### config.mk
export PLATFORM = sky130hd
export DESIGN_NAME = alu_op_sequencer
export DESIGN_NICKNAME = d
export VERILOG_FILES = /design/src/rtl/alu_op_sequencer.sv
export SDC_FILE = /design/constraint.sdc
export NUM_CORES = 1
export LEC_CHECK = 0
export ABC_CLOCK_PERIOD_IN_PS = 3310
export BUFFER_PORTS_ARGS = -buffer_cell sky130_fd_sc_hd__buf_4
export CAP_MARGIN = 25
export CORE_MARGIN = 8
export CORE_UTILIZATION = 30
export CTS_BUF_LIST = sky130_fd_sc_hd__clkbuf_2
export CTS_CLUSTER_SIZE = 12
export DETAILED_ROUTE_END_ITERATION = 10
export PLACE_DENSITY = 0.59
export SLEW_MARGIN = 20
export SYNTH_ARGS = -nofsm -noshare
export SYNTH_HDL_FRONTEND = slang
export SYNTH_SLANG_ARGS = --single-unit
### constraint.sdc
create_clock -name clk -period 3.31 [get_ports clk]
set_input_delay 0.662 -clock clk [delete_from_list [all_inputs] [get_ports clk]]
set_output_delay 0.662 -clock clk [all_outputs]
set_load 0.01 [all_outputs]
### src/rtl/alu_op_sequencer.sv
// ============================================================================
// alu_op_sequencer : command-side controller for the 16-bit ALU result mux.
// Optional feature macro: ALU_SEQ_CHAIN_EN (accumulator-chained operand A).
// Revision: 1.0 - initial release
// ============================================================================
`default_nettype none

module alu_op_sequencer #(
  parameter int WIDTH       = 16,
  parameter int EXEC_CYCLES = 1
) (
  input  logic             clk,
  input  logic             rst,
  input  logic             cmd_valid,
  output logic             cmd_ready,
  input  logic [3:0]       cmd_op,
  input  logic [WIDTH-1:0] cmd_a,
  input  logic [WIDTH-1:0] cmd_b,
`ifdef ALU_SEQ_CHAIN_EN
  input  logic             cmd_chain,
`endif
  output logic [WIDTH-1:0] op_a,
  output logic [WIDTH-1:0] op_b,
  output logic [11:0]      sel,
  input  logic [WIDTH-1:0] res,
  output logic             rsp_valid,
  input  logic             rsp_ready,
  output logic [WIDTH-1:0] rsp_data,
  output logic             rsp_err,
  output logic [WIDTH-1:0] acc
);

  localparam logic [3:0] c_NUM_OPS  = 4'd12;
  localparam logic [3:0] c_CNT_INIT = 4'(EXEC_CYCLES - 1);
  localparam int         c_SEL_CLR  = 11;

  typedef enum logic [1:0] {
    S_IDLE = 2'd0,
    S_EXEC = 2'd1,
    S_RESP = 2'd2
  } state_t;

  state_t           r_state;
  state_t           w_state_nxt;
  logic [3:0]       r_cnt;
  logic [WIDTH-1:0] r_op_a;
  logic [WIDTH-1:0] r_op_b;
  logic [11:0]      r_sel;
  logic [WIDTH-1:0] r_rsp_data;
  logic             r_rsp_err;
  logic [WIDTH-1:0] r_acc;

  logic             w_accept;
  logic             w_done;
  logic             w_release;
  logic [11:0]      w_sel_enc;
  logic [WIDTH-1:0] w_op_a_src;

  // Illegal opcodes encode to an all-zero select; capture uses that as the error flag.
  assign w_sel_enc = (cmd_op < c_NUM_OPS) ? (12'b1 << cmd_op) : 12'b0;

`ifdef ALU_SEQ_CHAIN_EN
  assign w_op_a_src = cmd_chain ? r_acc : cmd_a;
`else
  assign w_op_a_src = cmd_a;
`endif

  assign w_accept  = cmd_valid && (r_state == S_IDLE);
  assign w_done    = (r_state == S_EXEC) && (r_cnt == 4'd0);
  assign w_release = (r_state == S_RESP) && rsp_ready;

  always_ff @(posedge clk or posedge rst) begin
    if (rst) begin
      r_state <= S_IDLE;
    end else begin
      r_state <= w_state_nxt;
    end
  end

  always_comb begin
    w_state_nxt = r_state;
    cmd_ready   = 1'b0;
    rsp_valid   = 1'b0;
    case (r_state)
      S_IDLE: begin
        cmd_ready = 1'b1;
        if (cmd_valid) w_state_nxt = S_EXEC;
      end
      S_EXEC: begin
        if (r_cnt == 4'd0) w_state_nxt = S_RESP;
      end
      S_RESP: begin
        rsp_valid = 1'b1;
        if (rsp_ready) w_state_nxt = S_IDLE;
      end
      default: w_state_nxt = S_IDLE;
    endcase
  end

  always_ff @(posedge clk or posedge rst) begin
    if (rst) begin
      r_cnt      <= 4'd0;
      r_op_a     <= '0;
      r_op_b     <= '0;
      r_sel      <= 12'b0;
      r_rsp_data <= '0;
      r_rsp_err  <= 1'b0;
      r_acc      <= '0;
    end else begin
      if (w_accept) begin
        r_op_a <= w_op_a_src;
        r_op_b <= cmd_b;
        r_sel  <= w_sel_enc;
        r_cnt  <= c_CNT_INIT;
      end else if (w_done) begin
        if (r_sel == 12'b0) begin
          r_rsp_data <= '0;
          r_rsp_err  <= 1'b1;
        end else begin
          r_rsp_data <= res;
          r_rsp_err  <= 1'b0;
          r_acc      <= r_sel[c_SEL_CLR] ? '0 : res;
        end
      end else if (r_state == S_EXEC) begin
        r_cnt <= r_cnt - 4'd1;
      end else if (w_release) begin
        r_sel <= 12'b0;
      end
    end
  end

  assign op_a     = r_op_a;
  assign op_b     = r_op_b;
  assign sel      = r_sel;
  assign rsp_data = r_rsp_data;
  assign rsp_err  = r_rsp_err;
  assign acc      = r_acc;

endmodule

`default_nettype wire
==> key figures <==
Run status
  – Outcome: finished clean

Power and ir drop
  – Maximum VDD drop: 0.362 mV
  – Sw Pwr: 1600 uW
  – Pint: between 2000 and 2500 uW
  – LEAKAGE: 0.00240 uW
  – Comb power frac: 45.4%
  – Clock network power share: 12.7%
  – Flop pwr share: 41.9%
  – Sw frac: around two fifths
  – Final Power: 4030 uW
  – Power Density: around 900 mW/mm^2

Setup path
  – Reg-to-reg slack, setup: around 1.2 ns
  – Buf+Inv Stages, Crit Path: 1
  – Crit-path most repeated cell: o21ai_0
  – CP Max Fanout: 34
  – Worst path max stage delay: approximately 0.64 ns
  – Worst endpoint required time: about 3.7 ns
  – Crit-path cells: inv_1, ha_1, nor3b_1, nand2_1, o21ai_0, o21ai_0
  – Startpoint Class: flop
  – Crit. End Element: flop
  – CP max-delay cell: nand2_1
  – Crit path kind: flop to flop
  – Worst EP arrival: 2.54 ns
  – Cell family with the largest share of critical-path delay: simple AND/OR/NAND/NOR gates

Clocking
  – Clk slew on worst S/H paths: 0.22 ns
  – CTS root buf: clkbuf_2
  – Worst skew pair latency: just under 0.5 ns
  – CTS tree: built
  – Clock sinks: 83
  – Cts repair resizes: 0
  – Post-CTS Setup Bufs: 0
  – CTS buffer count: 9
  – H-Tree Depth: 3
  – Cts hold-fix bufs: 0
  – Clk buf depth: 2

STA
  – Worst Skew: 0.0257 ns
  – Fmax: roughly 470 MHz
  – Final hold vios: 0
  – Setup TNS: 0 ns
  – Slew @ Worst Pin: around 1 ns
  – # setup viols final: 0
  – Period utilisation layout: 64.6%
  – Unrepaired setup endpoints after global routing: no
  – Max-slew violation count: 0
  – Final Critical Period: ~2.1 ns
  – Relative slew slack: 31.2%

Logic synthesis
  – Mean post-synth cell area: 9.50 sq um
  – Netlist cell types: 30
  – Predominant post-synthesis flop cell: dfrtp_1
  – FFs w/ async S/R, synth: 100%
  – Netlist Area Pre-Place: 0.00338 sq mm
  – Syn_nets: ~410
  – Cell count after synthesis: roughly 360
  – Most instantiated library cell after synthesis: nand2_1
  – Seq/Total Area, Yosys: around three fifths
  – Post-synth EDFFs: 0
  – Commonest cells post-synth: nand2_1 (139), dfrtp_1 (83), o21ai_0 (36)
  – Synth warnings: 0
  – Yosys top cell area share: 61.4%
  – Synth Register Bits: 83
  – Largest area contributor in the netlist: dfrtp_1
  – Synth area leaders: dfrtp_1 (61%), nand2_1 (15%), o21ai_0 (5.3%), nand2b_1 (3.1%), o21ai_1 (2.8%)

Global route
  – First-pass GRT wire length: 15.4 mm
  – Vias in the first global route: 3,004
  – GRT Overall Usage: 12.7%
  – Initial antenna violation count: 0
  – Pin count of the biggest net entering global routing: 35
  – Grt total ovfl: 0

Detailed routing
  – Routed wire length: ~9.4 mm
  – Drt drc: 0
  – DR iter-0 viols: approximately 180
  – Antenna viol nets, final: 0
  – Number of detailed-route iterations in the first pass: 4
  – DR vias/cell: ~4.6
  – Routed vias: 2,891
  – Routed length per instance: between 10 and 15 um

Floorplanning
  – IO Count: roughly 140
  – Core Footprint: 0.0109 sq mm
  – Row count: 38
  – Chip Height: 122 um
  – Starting density of the core: 30.9%
  – Die area: 0.0149 sq mm
  – Die W: 122 um

Placed design
  – IO Port Bufs: 134
  – RD Place Congestion: 0.774
  – HPWL after DPL: 7.12 mm

Layout
  – Share of layout cells above drive strength 1: between 30% and 40%
  – Antenna Cells: 0
  – Area Growth Syn to Fin: 36.1%
  – Nets: 543

Worst hold path
  – Worst Hold Class: input pin to asynchronous set/reset pin

Flow run
  – Max-Cap Viols: 0
## cell families after synthesis
| kind of cell | synth area share [%] |
|---|---|
| compound gates | 10.4 |
| fa+ha+maj | 0.370 |
| buf+inv | 3.81 |
| flops | 61.4 |
| mux | 0.592 |
| xor+xnor | 0.259 |
| simple gates | 23.2 |
## metrics by stage
stage	worst slack, ns	hold slack (ns)	instances	utilization (%)	cell area (sq um)
after global routing	0.895	0.128	631	42.1	4600
after global placement	1.29	0.461	615	41.1	4500
after CTS	1.15	0.124	631	42.1	4600
after detailed placement	1.18	0.465	615	41.1	4500
final	1.17	0.161	631	42.1	4600
after floorplan	0.511	0.463	356	-	3380
## sequential cells by signal, summed over array words and instances, names as in the netlist
name / flops
acc: 16
op_a: 16
op_b: 16
r_cnt: 4
r_state: 2
rsp_data: 16
rsp_err: 1
sel: 12
## worst register-to-register path: cells and delay by family, from the launching register on
kind	cells	cell delay, ns
buffers and inverters	1	0.07
flip-flops	1	0.45
adder cells (fa/ha/maj)	1	0.17
AND/OR/NAND/NOR	2	0.87
AO/OA/AOI/OAI	2	0.51
## worst paths after layout
check,startpoint,end,depth (start not counted)
max in group asynchronous,rst,op_a[5],3
worst min register to register,op_b[7],op_b[7],2
min in group clk,cmd_a[0],op_a[0],3
worst min-delay path,rst,rsp_data[3],2
worst max register to register,r_cnt[0],acc[13],6
worst max-delay path,r_cnt[0],acc[13],6
## power groups by stage
stage / combinational (uW) / clock, uW / sequential [uW]
2_1_floorplan: 835 / 0 / 1840
3_3_place_gp: 1830 / 0 / 1700
3_5_place_dp: 1870 / 0 / 1710
4_1_cts: 1870 / 541 / 1690
5_1_grt: 2030 / 588 / 1750
6_report: 1830 / 512 / 1690
## layout by cell type (no fill, tap or decap), types with 2 or more instances in the layout
cell,n
nand2_1,139
buf_4,139
dfrtp_1,83
o21ai_0,36
o21ai_1,19
nand2b_1,17
clkbuf_2,11
inv_1,5
nand3_1,5
nor2_1,4
a22o_1,4
a32o_1,4
nor4_1,3
and2_1,2
mux2i_1,2
clkinv_1,2
## layer usage
metal | vias up | global-route usage, % | part of all wire, %
li1 | 1420 | - | -
met1 | 1359 | 17.0 | 46
met2 | 103 | 19.6 | 46
met3 | 9 | 3.29 | 7.6
met4 | 0 | 3.88 | 1.1
met5 | - | 0 | 0
## final cells by class
type / instances / area (sq um)
fill: 1115 / 6330
sequential: 83 / 2080
timing repair buffer: 139 / 1040
clock inverter: 5 / 53.8
tap: 140 / 175
inverter: 6 / 23.8
clock buffer: 11 / 55.1
multi-input combinational: 247 / 1180
(Power assumes the default switching activity.)
